===== src/rtl/seven_seg_scanner.sv =====
// seven_seg_scanner
//   Multiplexes the clock's packed BCD word {H10,H1,M10,M1} onto a common-anode
//   4-digit 7-segment display. It adds per-digit blink, blanking of a leading
//   zero in the hour-tens digit, and a per-digit decimal point.
//
//   Ports
//     clk       system clock, all logic on the rising edge
//     rst       asynchronous active-high reset (drives all outputs dark)
//     digits    BCD input: [3:0]=M1, [7:4]=M10, [11:8]=H1, [15:12]=H10
//     blink_en  bit i=1: digit i is dark during the blink-off phase
//     lz_blank  1: blank digit 3 when its value is 0
//     dp_mask   bit i=1: decimal point lit in digit i's slot
//     anode     active-low digit enables, one-hot-low, bit i = digit i
//     seg       active-low segments {g,f,e,d,c,b,a}
//     dp        active-low decimal point
module seven_seg_scanner #(
  parameter int REFRESH_DIV = 100000,
  parameter int BLINK_DIV   = 25000000
) (
  input  logic        clk,
  input  logic        rst,
  input  logic [15:0] digits,
  input  logic [3:0]  blink_en,
  input  logic        lz_blank,
  input  logic [3:0]  dp_mask,
  output logic [3:0]  anode,
  output logic [6:0]  seg,
  output logic        dp
);

  localparam int RW = (REFRESH_DIV > 2) ? $clog2(REFRESH_DIV) : 1;
  localparam int BW = (BLINK_DIV > 2) ? $clog2(BLINK_DIV) : 1;
  localparam logic [RW-1:0] REF_LAST   = RW'(REFRESH_DIV - 1);
  localparam logic [BW-1:0] BLINK_LAST = BW'(BLINK_DIV - 1);
  localparam logic [6:0]    SEG_DARK   = 7'b1111111;

  // Active-low decode; non-BCD nibbles show a dash (segment g only).
  function automatic logic [6:0] bcd_to_seg(input logic [3:0] v);
    logic [6:0] s;
    case (v)
      4'd0:    s = 7'b1000000;
      4'd1:    s = 7'b1111001;
      4'd2:    s = 7'b0100100;
      4'd3:    s = 7'b0110000;
      4'd4:    s = 7'b0011001;
      4'd5:    s = 7'b0010010;
      4'd6:    s = 7'b0000010;
      4'd7:    s = 7'b1111000;
      4'd8:    s = 7'b0000000;
      4'd9:    s = 7'b0010000;
      default: s = 7'b0111111;
    endcase
    return s;
  endfunction

  logic [RW-1:0] refresh_cnt_q, refresh_cnt_d;
  logic [1:0]    idx_q, idx_d;
  logic [BW-1:0] blink_cnt_q, blink_cnt_d;
  logic          blink_off_q, blink_off_d;
  logic [15:0]   snap_q, snap_d;
  logic [3:0]    anode_q, anode_d;
  logic [6:0]    seg_q, seg_d;
  logic          dp_q, dp_d;

  logic          refresh_wrap;
  logic          blink_wrap;
  logic [3:0]    digit_val;
  logic          blank;

  always_comb begin
    refresh_wrap  = (refresh_cnt_q == REF_LAST);
    refresh_cnt_d = refresh_wrap ? '0 : refresh_cnt_q + RW'(1);
    idx_d         = refresh_wrap ? idx_q + 2'd1 : idx_q;
    // Capture a whole frame at once on the last cycle of slot 3 so the four
    // digits shown in one frame always come from the same input word.
    snap_d        = (refresh_wrap && (idx_q == 2'd3)) ? digits : snap_q;

    blink_wrap    = (blink_cnt_q == BLINK_LAST);
    blink_cnt_d   = blink_wrap ? '0 : blink_cnt_q + BW'(1);
    blink_off_d   = blink_wrap ? ~blink_off_q : blink_off_q;

    digit_val     = snap_q[{idx_q, 2'b00} +: 4];
    blank         = (blink_en[idx_q] & blink_off_q) |
                    ((idx_q == 2'd3) & lz_blank & (digit_val == 4'd0));

    // Anode keeps scanning even when the digit itself is blanked.
    anode_d       = ~(4'b0001 << idx_q);
    seg_d         = blank ? SEG_DARK : bcd_to_seg(digit_val);
    dp_d          = blank | ~dp_mask[idx_q];
  end

  always_ff @(posedge clk or posedge rst) begin
    if (rst) begin
      refresh_cnt_q <= '0;
      idx_q         <= 2'd0;
      blink_cnt_q   <= '0;
      blink_off_q   <= 1'b0;
      snap_q        <= 16'h0000;
      anode_q       <= 4'b1111;
      seg_q         <= SEG_DARK;
      dp_q          <= 1'b1;
    end else begin
      refresh_cnt_q <= refresh_cnt_d;
      idx_q         <= idx_d;
      blink_cnt_q   <= blink_cnt_d;
      blink_off_q   <= blink_off_d;
      snap_q        <= snap_d;
      anode_q       <= anode_d;
      seg_q         <= seg_d;
      dp_q          <= dp_d;
    end
  end

  assign anode = anode_q;
  assign seg   = seg_q;
  assign dp    = dp_q;

endmodule


===== config.mk =====
export PLATFORM = sky130hd
export DESIGN_NAME = seven_seg_scanner
export DESIGN_NICKNAME = d
export VERILOG_FILES = /design/src/rtl/seven_seg_scanner.sv
export SDC_FILE = /design/constraint.sdc
export NUM_CORES = 1
export LEC_CHECK = 0
export ABC_CLOCK_PERIOD_IN_PS = 3800
export CAP_MARGIN = 20
export CORE_MARGIN = 2
export CORE_UTILIZATION = 35
export DETAILED_ROUTE_END_ITERATION = 8
export PLACE_DENSITY = 0.57
export SLEW_MARGIN = 20
export SYNTH_ARGS = -nofsm -noshare
export SYNTH_HDL_FRONTEND = slang
export SYNTH_SLANG_ARGS = --single-unit

===== constraint.sdc =====
create_clock -name clk -period 3.8 [get_ports clk]
set_input_delay 0.57 -clock clk [delete_from_list [all_inputs] [get_ports clk]]
set_output_delay 0.57 -clock clk [all_outputs]
set_load 0.01 [all_outputs]

==> Word level (Yosys, flattened, before mapping) <==
Memory sizes are Yosys's and may differ from the RTL's.
Index checks and enable logic that the tools add are counted.
{ "classes": {"n_reduce_logical": 2, "n_eq_ne": 3, "n_mux": 7, "magnitude_cmp": 1, "n_addsub": 3, "n_shift": 2, "n_bitwise": 8} }
{ "op_table": {"columns": ["cell", "count"], "rows": [
  ["adder 25 x 1 -> 25 bit, second input constant", 1],
  ["equality test 25 bit, second input constant", 1],
  ["two-way mux 25 bit", 1],
  ["adder 17 x 1 -> 17 bit, second input constant", 1],
  ["equality test 17 bit, second input constant", 1],
  ["two-way mux 17 bit", 1],
  ["variable part select 16 x 5 -> 4 bit", 1],
  ["two-way mux 7 bit", 1],
  ["binary-select mux 1 bit (select 2 bit)", 2],
  ["logical NOT 4 bit", 1],
  ["inverter 4 bit", 1],
  ["<< shifter 1 x 2 -> 4 bit, first input constant", 1],
  ["AND 1 bit", 3],
  ["less-than comparator 2 x 3 -> 1 bit, second input constant", 1],
  ["adder 2 x 1 -> 2 bit, second input constant", 1],
  ["equality test 2 bit, second input constant", 1],
  ["two-way mux 1 bit", 2],
  ["inverter 1 bit", 2],
  ["OR 1 bit", 2],
  ["logical AND 1 bit", 1]
]} }
{ "word_totals": {"n_memories": 1, "out_inout_bits": 12, "reg_bits": 73, "wordCells": 35, "rom_bits": 112} }
{ "memory_table": {"columns": ["name", "depth", "word_bits", "read_ports", "rd_ports_with_merged_regs", "wr", "line_no", "text"], "rows": [
  ["(name not given)", 16, 7, 1, 0, 0, "40", "case (v)"]
]} }

==> Depth between registers and ports, before layout <==
Gate-level depths: netlist of run 1.
{ "depth": {"word_depth": 5, "mapped_depth": 8, "mapped_depth_nobuf": 7} }

==> Least setup slack after synthesis of run 1 <==
OpenSTA, ideal clock, no wires.
{ "synth_timing": {"kind": "register to register", "start": "register idx_q[0]", "end": "register seg_q[0], in the netlist seg[0]", "stages_incl_launch_ff": 9, "n_path_buf": 1, "path_slack_ns": 1.776, "required_time_ns": 3.721, "t_arrival_ns": 1.945, "setup_ns": 0.079, "cell_sequence": "dfrtp_1 > clkbuf_1 > mux4_2 > inv_1 > ha_1 > nand4b_1 > mux2i_1 > a21oi_2 > o21ai_0"} }
{ "synth_via": {"elab_chain_len": 5} }
{ "synth_rtl": {"columns": ["item", "line_no", "text"], "rows": [
  ["start, declared", "57", "logic [1:0] idx_q, idx_d;"],
  ["start signal, assigned", "104", "idx_q <= idx_d;"],
  ["branches (longest 4 deep; another with memory (16 x 7 bit))", null, null],
  ["two-way mux 7 bit (*)", "88", "seg_d = blank ? SEG_DARK : bcd_to_seg(digit_val);"],
  ["net seg_d[0]", "62", "logic [6:0] seg_q, seg_d;"],
  ["end signal, assigned", "109", "seg_q <= seg_d;"],
  ["end, declared", "62", null]
]} }
Mark *: on every way through the listed nets, which the timed path passes. The select of a mux whose other input is x is not followed.
A chain may end at the register's enable or synchronous reset.

==> Worst setup path in the final report of run 1 <==
{ "layout_timing": {"start": "register refresh_cnt_q[0]", "end": "register snap_q[4]"} }
{ "layout_via": {"elab_chain_len": 2} }
{ "layout_rtl": {"columns": ["item", "line_no", "text"], "rows": [
  ["start, declared", "56", "logic [RW-1:0] refresh_cnt_q, refresh_cnt_d;"],
  ["start signal, assigned", "103", "refresh_cnt_q <= refresh_cnt_d;"],
  ["equality test 17 bit", "71", "refresh_wrap = (refresh_cnt_q == REF_LAST);"],
  ["logical AND 1 bit", "76", "snap_d = (refresh_wrap && (idx_q == 2'd3)) ? digits : snap_q;"],
  ["end signal, assigned", "107", "snap_q <= snap_d;"],
  ["end, declared", "60", "logic [15:0] snap_q, snap_d;"]
]} }
Every way passes these cells.

==> impl_metrics.prom, run 1 <==
# TYPE chip_impl_metric gauge
chip_impl_metric{name="maxClockFrequency",unit="MHz"} 425
chip_impl_metric{name="placementRows",unit=""} 36
chip_impl_metric{name="r2r_slack",unit="ns"} 1.45
chip_impl_metric{name="holdBufCountCts",unit=""} 0
chip_impl_metric{name="cellLeakagePower",unit="nW"} 1.74
chip_impl_info{name="min_path_type",value="flip-flop to flip-flop"} 1
chip_impl_info{name="final_common_cell",value="sky130_fd_sc_hd__dfrtp_1"} 1
chip_impl_metric{name="design.final.nets",unit=""} 382
chip_impl_metric{name="port_buffers",unit=""} 38
chip_impl_metric{name="antennaDiodeCount",unit=""} 0
chip_impl_metric{name="num_io_pins",unit=""} 39
chip_impl_metric{name="hold_viol",unit=""} 0
chip_impl_metric{name="yosysSeqAreaShare",unit="%"} 53.3
chip_impl_metric{name="tightest_slew",unit="ns"} 0.924
chip_impl_metric{name="final_layout_size_suffix_gt1_share",unit="%"} 16.7
chip_impl_metric{name="max-vdd-ir-drop",unit="mV"} 0.123
chip_impl_metric{name="core_region_area",unit="µm²"} 9680
chip_impl_metric{name="cts_post_setup_buffers_inserted",unit=""} 0
chip_impl_metric{name="cts.sink_count",unit=""} 73
chip_impl_metric{name="area_growth",unit="%"} 20.1
chip_impl_metric{name="cts_repair_resize_count",unit=""} 0
chip_impl_metric{name="clk_transition_reported_paths",unit="ns"} 0.07
chip_impl_metric{name="dp_hpwl",unit="µm"} 4380
chip_impl_metric{name="skew",unit="ns"} 0.0134
chip_impl_metric{name="max_stage_delay",unit="ns"} 0.50
chip_impl_metric{name="global_route.overflow_total",unit=""} 0
chip_impl_info{name="slowest_stage",value="sky130_fd_sc_hd__nand2_1"} 1
chip_impl_metric{name="mappedNetlistNets",unit=""} 339
chip_impl_metric{name="detail_route.drc_violations",unit=""} 0
chip_impl_metric{name="filler_cell_count",unit=""} 925
chip_impl_metric{name="clock_tree.htree_level_count",unit=""} 3
chip_impl_metric{name="clk_path_buf_depth",unit=""} 2
chip_impl_metric{name="final_period_minus_worst_setup_slack",unit="ns"} 2.35
chip_impl_metric{name="avgSynthCellArea",unit="µm²"} 11.5
chip_impl_metric{name="final_antenna_net_count",unit=""} 0
chip_impl_metric{name="grt_util_all_layers",unit="%"} 13.7
chip_impl_metric{name="switching_share",unit="%"} 23.8
chip_impl_metric{name="sequentialPowerShare",unit="%"} 56.3
chip_impl_metric{name="tritoncts.num_buffers",unit=""} 9
chip_impl_metric{name="critical_path_required",unit="ns"} 4.03
chip_impl_metric{name="power_per_cell_area",unit="nW/µm²"} 344
chip_impl_metric{name="routed_via_density",unit=""} 4.72
chip_impl_metric{name="wl_per_cell",unit="µm"} 12.9
chip_impl_metric{name="grt_pass1_wl",unit="µm"} 11100
chip_impl_info{name="tritoncts",value="built"} 1
chip_impl_metric{name="dr.pass1.iters",unit=""} 5
chip_impl_info{name="timing.critical_path.to_type",value="flip-flop"} 1
chip_impl_metric{name="drt_first_iter_violations",unit=""} 93
chip_impl_metric{name="final_cell_count_no_fill",unit=""} 481
chip_impl_metric{name="antenna_found_initial",unit=""} 0
chip_impl_metric{name="post_synth_inst_count",unit=""} 300
chip_impl_metric{name="totalNegativeSetupSlack",unit="ns"} 0
chip_impl_metric{name="route.final.wire_length",unit="µm"} 6190
chip_impl_metric{name="yosysUniqueCellTypes",unit=""} 37
chip_impl_info{name="status",value="finished, final reports clean"} 1
chip_impl_metric{name="die_w",unit="µm"} 103
chip_impl_info{name="layout.cells.most_common_list",value="61 x sky130_fd_sc_hd__dfrtp_1, 38 x sky130_fd_sc_hd__clkdlybuf4s50_1, 33 x sky130_fd_sc_hd__nor2_1"} 1
chip_impl_metric{name="ys_warnings",unit=""} 0
chip_impl_metric{name="layout.area.seq",unit="µm²"} 1840
chip_impl_metric{name="cellInternalPower",unit="mW"} 1.09
chip_impl_metric{name="design.die.area",unit="µm²"} 10700
chip_impl_metric{name="totalPowerFinal",unit="mW"} 1.43
chip_impl_metric{name="clock_latency",unit="ns"} 0.35
chip_impl_metric{name="p_switching",unit="mW"} 0.339
chip_impl_metric{name="share_comb_of_total_power",unit="%"} 6.6
chip_impl_metric{name="clock_power_share",unit="%"} 37.2
chip_impl_metric{name="die_height",unit="µm"} 103
chip_impl_metric{name="final.period_utilization",unit="%"} 61.9
chip_impl_metric{name="timing.max_slew.rel_slack",unit="%"} 38.4
chip_impl_metric{name="ys_seq_elements",unit=""} 73
chip_impl_info{name="timing.critical_path.cells",value="ha_1 -> inv_1 -> nor2_1 -> and4_1 -> nand2_1 -> mux2_2"} 1
chip_impl_metric{name="worstPathArrival",unit="ns"} 2.58
chip_impl_metric{name="multi_input_area",unit="µm²"} 1520
chip_impl_metric{name="syn_area",unit="µm²"} 3450
chip_impl_metric{name="floorplan.initialDensity",unit="%"} 35.7
chip_impl_metric{name="numPlacedInstances",unit=""} 465
chip_impl_info{name="grt_setup_unrepaired",value="false"} 1
chip_impl_metric{name="max_cap_viol_count",unit=""} 0
chip_impl_metric{name="critical_path_peak_fanout",unit=""} 16
chip_impl_info{name="cts_root_buf",value="sky130_fd_sc_hd__clkbuf_8"} 1
chip_impl_metric{name="vias",unit=""} 2270
chip_impl_info{name="timing.setup.critical_path_class",value="flip-flop to flip-flop"} 1
chip_impl_metric{name="setup_viol_count_final",unit=""} 0
chip_impl_metric{name="maximum_number_of_pins_on_one_net_before_global_route_repair",unit=""} 74
chip_impl_metric{name="place.gp.congestion",unit=""} 0.791
chip_impl_metric{name="vias_in_the_first_global_route",unit=""} 2296
chip_impl_metric{name="number_of_pins_exceeding_their_max_slew_limit_in_the_final_report",unit=""} 0
chip_impl_info{name="setup.worst_path.start_class",value="flip-flop"} 1
## path summary, 6_finish.rpt
| path | startpoint | to | cells after the start |
|---|---|---|---|
| worst max register to register | refresh_cnt_q[0] | snap_q[4] | 6 |
| worst max-delay path | refresh_cnt_q[0] | snap_q[4] | 6 |
| worst min register to register | blink_cnt_q[22] | blink_cnt_q[22] | 1 |
| worst min-delay path | blink_cnt_q[22] | blink_cnt_q[22] | 1 |
| min in group asynchronous | rst | refresh_cnt_q[13] | 3 |
| max in group asynchronous | rst | refresh_cnt_q[4] | 3 |
## cells by family (layout without fill, tap and decap cells)
family,Yosys count,after routing,share of synthesized area (%)
xor gates and xnor gates,35,35,8.87
and+or+nand+nor,110,110,16.7
DFF,73,73,53.3
muxes,30,30,11.5
adders and majority gates,12,12,4.35
buffers and inverters,24,72,2.75
AOI/OAI and AO/OA,16,16,2.54
## per-stage QoR
| stage | area [µm²] | setup WS (ns) | util (%) | hold WS, ns |
|---|---|---|---|---|
| 6_report | 4150 | 1.45 | 42.9 | 0.483 |
| 3_5_place_dp | 3980 | 1.42 | 41.1 | 0.475 |
| 3_3_place_gp | 3980 | 1.47 | 41.1 | 0.467 |
| 4_1_cts | 4150 | 1.42 | 42.9 | 0.487 |
| 5_1_grt | 4150 | 1.16 | 42.9 | 0.506 |
| 2_1_floorplan | 3450 | 1.40 | - | 0.445 |
## state kept, by name, summed over array words and instances (netlist names)
register,flops
blink_cnt_q,25
refresh_cnt_q,17
snap_q,16
seg,7
anode,4
idx_q,2
blink_off_q,1
dp,1
## cells in the mapped netlist (all sizes together)
cell type | number | area share [%]
and4b | 1 | 0.29
nor3 | 6 | 0.87
nand2b | 2 | 0.36
mux2i | 7 | 2.0
or3 | 2 | 0.36
or2 | 1 | 0.18
nor4b | 1 | 0.25
inv | 17 | 1.8
and4 | 1 | 0.25
ha | 12 | 4.3
o21ai | 10 | 1.4
a21oi | 5 | 0.83
clkbuf | 3 | 0.33
or4 | 2 | 0.54
nand4 | 10 | 2.0
nor4 | 5 | 1.5
xnor2 | 16 | 4.1
buf | 4 | 0.58
mux2 | 17 | 5.5
nand2 | 19 | 2.1
mux4 | 6 | 3.9
dfrtp | 61 | 44
dfstp | 12 | 9.1
nand3 | 19 | 2.8
nor2 | 33 | 3.6
nor2b | 2 | 0.36
and3 | 2 | 0.36
xor2 | 19 | 4.8
nand4b | 2 | 0.51
nand3b | 2 | 0.43
a2bb2oi | 1 | 0.25
## critical path, delay by kind of cell (launching register included)
family | cells | cell delay, ns
buffers and inverters | 1 | 0.06
adders and majority gates | 1 | 0.25
and+or+nand+nor | 3 | 1.11
muxes | 1 | 0.43
DFF | 1 | 0.39
## per-layer routing
metal  up-vias  wire length, µm  track usage [%]
met4         0               77             5.47
met1      1117             2970             17.6
met5         -                0                0
li1       1120                -                -
met3         6              186             4.23
met2        27             2950             21.7
## final cells by class
| cell class | instances | area share (%) |
|---|---|---|
| Clock buffer | 10 | 3.08 |
| Clock inverter | 6 | 1.09 |
| Inverter | 17 | 1.54 |
| Multi-Input combinational cell | 203 | 36.6 |
| Sequential cell | 73 | 44.4 |
| Tap cell | 133 | 4.01 |
| Timing Repair Buffer | 39 | 9.35 |
## power groups by stage
stage | clock (mW) | sequential [mW] | combinational, mW
2_1_floorplan | 0 | 0.820 | 0.0406
3_5_place_dp | 0 | 0.818 | 0.0957
6_report | 0.530 | 0.803 | 0.0936
5_1_grt | 0.589 | 0.805 | 0.105
3_3_place_gp | 0 | 0.817 | 0.0951
4_1_cts | 0.556 | 0.803 | 0.0962
(Power assumes the default switching activity.)
==> run 2: changes to the inputs <==
--- a/config.mk
+++ b/config.mk
@@ -5,7 +5,7 @@
 export SDC_FILE = /design/constraint.sdc
 export NUM_CORES = 1
 export LEC_CHECK = 0
-export ABC_CLOCK_PERIOD_IN_PS = 3800
+export ABC_CLOCK_PERIOD_IN_PS = 2300
 export CAP_MARGIN = 20
 export CORE_MARGIN = 2
 export CORE_UTILIZATION = 35
==> constraint.sdc (replaced) <==
create_clock -name clk -period 2.3 [get_ports clk]
set_input_delay 0.345 -clock clk [delete_from_list [all_inputs] [get_ports clk]]
set_output_delay 0.345 -clock clk [all_outputs]
set_load 0.01 [all_outputs]
==> impl_metrics.prom, run 2 (synthesized netlist as in run 1, its figures left out) <==
# TYPE chip_impl_metric gauge
chip_impl_metric{name="cts.sink_count",unit=""} 73
chip_impl_info{name="setup.worst_path.start_class",value="flip-flop"} 1
chip_impl_metric{name="holdBufCountCts",unit=""} 0
chip_impl_info{name="top_register",value="blink_cnt_q"} 1
chip_impl_metric{name="grt_util_all_layers",unit="%"} 14.0
chip_impl_info{name="timing.critical_path.to_type",value="flip-flop"} 1
chip_impl_metric{name="placementRows",unit=""} 36
chip_impl_info{name="status",value="finished, final reports clean"} 1
chip_impl_metric{name="max-vdd-ir-drop",unit="mV"} 0.330
chip_impl_metric{name="tightest_slew",unit="ns"} 0.514
chip_impl_metric{name="design.final.nets",unit=""} 389
chip_impl_metric{name="global_route.overflow_total",unit=""} 0
chip_impl_info{name="timing.setup.critical_path_class",value="flip-flop to flip-flop"} 1
chip_impl_metric{name="antennaDiodeCount",unit=""} 0
chip_impl_metric{name="cellLeakagePower",unit="nW"} 1.83
chip_impl_info{name="reg2reg_to",value="seg[3]"} 1
chip_impl_metric{name="final_period_minus_worst_setup_slack",unit="ns"} 2.00
chip_impl_metric{name="design.die.area",unit="µm²"} 10700
chip_impl_info{name="final_common_cell",value="sky130_fd_sc_hd__dfrtp_1"} 1
chip_impl_metric{name="cts_post_setup_buffers_inserted",unit=""} 0
chip_impl_metric{name="core_region_area",unit="µm²"} 9680
chip_impl_metric{name="power_per_cell_area",unit="nW/µm²"} 648
chip_impl_metric{name="drt_first_iter_violations",unit=""} 64
chip_impl_info{name="r2r_start",value="idx_q[1]"} 1
chip_impl_info{name="grt_setup_unrepaired",value="false"} 1
chip_impl_metric{name="dr.pass1.iters",unit=""} 4
chip_impl_metric{name="clk_transition_reported_paths",unit="ns"} 0.07
chip_impl_info{name="min_path_type",value="primary input to async pin"} 1
chip_impl_metric{name="vias",unit=""} 2299
chip_impl_info{name="tritoncts",value="built"} 1
chip_impl_metric{name="setup_viol_count_final",unit=""} 0
chip_impl_metric{name="final_layout_size_suffix_gt1_share",unit="%"} 18.0
chip_impl_metric{name="maximum_number_of_pins_on_one_net_before_global_route_repair",unit=""} 34
chip_impl_metric{name="place_area",unit="µm²"} 4040
chip_impl_metric{name="timing.max_slew.rel_slack",unit="%"} 65.7
chip_impl_metric{name="hold_viol",unit=""} 0
chip_impl_metric{name="cts_repair_resize_count",unit=""} 0
chip_impl_metric{name="port_buffers",unit=""} 38
chip_impl_metric{name="die_w",unit="µm"} 103
chip_impl_metric{name="vias_in_the_first_global_route",unit=""} 2358
chip_impl_metric{name="area_growth",unit="%"} 24.6
chip_impl_metric{name="dp_hpwl",unit="µm"} 4870
chip_impl_metric{name="tritoncts.num_buffers",unit=""} 9
chip_impl_metric{name="r2r_slack",unit="ns"} 0.30
chip_impl_metric{name="totalNegativeSetupSlack",unit="ns"} 0
chip_impl_metric{name="critical_path_peak_fanout",unit=""} 11
chip_impl_metric{name="finish.instance_area",unit="µm²"} 4300
chip_impl_metric{name="antenna_found_initial",unit=""} 0
chip_impl_info{name="reg_top3",value="blink_cnt_q (25), refresh_cnt_q (17), snap_q (16)"} 1
chip_impl_metric{name="num_io_pins",unit=""} 39
chip_impl_metric{name="clock_tree.htree_level_count",unit=""} 3
chip_impl_metric{name="floorplan.initialDensity",unit="%"} 35.7
chip_impl_metric{name="skew",unit="ns"} 0.00647
chip_impl_metric{name="r2r.worst_path.cells",unit=""} 5
chip_impl_metric{name="number_of_pins_exceeding_their_max_slew_limit_in_the_final_report",unit=""} 0
chip_impl_info{name="cts_root_buf",value="sky130_fd_sc_hd__clkbuf_8"} 1
chip_impl_metric{name="detail_route.drc_violations",unit=""} 0
chip_impl_metric{name="place.gp.congestion",unit=""} 0.800
chip_impl_metric{name="max_cap_viol_count",unit=""} 0
chip_impl_metric{name="final.period_utilization",unit="%"} 86.8
chip_impl_metric{name="filler_cell_count",unit=""} 920
chip_impl_metric{name="wl_per_cell",unit="µm"} 13.5
chip_impl_metric{name="die_height",unit="µm"} 103
chip_impl_metric{name="final_core_utilization",unit="%"} 44.4
chip_impl_info{name="layout.cells.most_common_list",value="61 x sky130_fd_sc_hd__dfrtp_1, 38 x sky130_fd_sc_hd__clkdlybuf4s50_1, 33 x sky130_fd_sc_hd__nor2_1"} 1
chip_impl_metric{name="maxClockFrequency",unit="MHz"} 501
chip_impl_metric{name="route.final.wire_length",unit="µm"} 6570
chip_impl_metric{name="grt_pass1_wl",unit="µm"} 11400
chip_impl_metric{name="routed_via_density",unit=""} 4.71
chip_impl_metric{name="worstPathArrival",unit="ns"} 2.26
chip_impl_metric{name="clock_latency",unit="ns"} 0.34
chip_impl_metric{name="final_antenna_net_count",unit=""} 0
chip_impl_metric{name="critical_path_required",unit="ns"} 2.56
chip_impl_metric{name="largest_register_ff_count",unit=""} 25
chip_impl_metric{name="clk_path_buf_depth",unit=""} 2
==> run 2: cell types whose count changed in the layout (fill, tap and decap cells not counted), sizes merged <==
cell      delta
clkinvlp     -3
bufinv       +4
clkbuf       +1
buf          +7
clkinv       -2
==> run 2: worst max path at each step <==
| stage | end | slack, ns | from | depth (start not counted) |
|---|---|---|---|---|
| after floorplan | blink_cnt_q[0] | 0.12 | rst | 1 |
| after global placement | blink_cnt_q[22] | 0.37 | blink_cnt_q[0] | 6 |
| after CTS | seg[3] | 0.29 | idx_q[1] | 5 |
| final | seg[3] | 0.30 | idx_q[1] | 5 |
| after global routing | blink_cnt_q[22] | 0.15 | blink_cnt_q[0] | 6 |
| after detailed placement | seg[3] | 0.32 | idx_q[1] | 5 |
==> run 2: through the flow <==
step	hold WS [ns]	setup slack [ns]	std cells	power (mW)
detailed placement	0.476	0.316	472	1.52
CTS	0.376	0.294	488	2.83
floorplan	0.445	0.122	300	1.42
global placement	0.466	0.371	472	1.52
global route	0.403	0.145	488	2.90
finish	0.365	0.303	488	2.79
==> run 2: routing by layer <==
| metal | track usage, % | wire [µm] | part of all wire (%) | up-vias |
|---|---|---|---|---|
| met3 | 3.49 | 150 | 2.3 | 12 |
| li1 | - | - | - | 1136 |
| met4 | 6.07 | 134 | 2.0 | 0 |
| met2 | 20.8 | 2960 | 45 | 27 |
| met1 | 19.3 | 3330 | 51 | 1124 |
| met5 | 0 | 0 | 0 | - |
==> run 2: critical path, stage by stage, from the launching register on <==
cell                       delay [ns]
sky130_fd_sc_hd__dfrtp_1         0.62
sky130_fd_sc_hd__mux4_2          0.70
sky130_fd_sc_hd__nand4b_1        0.25
sky130_fd_sc_hd__mux2i_1         0.18
sky130_fd_sc_hd__a21oi_2         0.07
sky130_fd_sc_hd__o21ai_0         0.10
==> run 2: where the power goes <==
| group | total, mW | switching [mW] | internal [mW] |
|---|---|---|---|
| clock | 1.30 | 0.464 | 0.833 |
| sequential | 1.33 | 0.0136 | 1.32 |
| combinational | 0.160 | 0.0691 | 0.0909 |
| total | 2.79 | 0.546 | 2.24 |
==> run 2: area by class of cell <==
| type | count | area (µm²) | area share, % |
|---|---|---|---|
| Clock buffer | 11 | 131 | 3.05 |
| Clock inverter | 5 | 129 | 3.00 |
| Inverter | 17 | 63.8 | 1.48 |
| Sequential cell | 73 | 1840 | 42.8 |
| Multi-Input combinational cell | 203 | 1520 | 35.3 |
| Timing Repair Buffer | 46 | 453 | 10.5 |
| Tap cell | 133 | 166 | 3.87 |
==> run 3: changes to the inputs <==
--- a/config.mk
+++ b/config.mk
@@ -9,6 +9,7 @@
 export CAP_MARGIN = 20
 export CORE_MARGIN = 2
 export CORE_UTILIZATION = 35
+export CTS_CLUSTER_SIZE = 12
 export DETAILED_ROUTE_END_ITERATION = 8
 export PLACE_DENSITY = 0.57
 export SLEW_MARGIN = 20
==> results of run 3 <==
No change in the layout: final DEF, timing and power equal those of run 2.
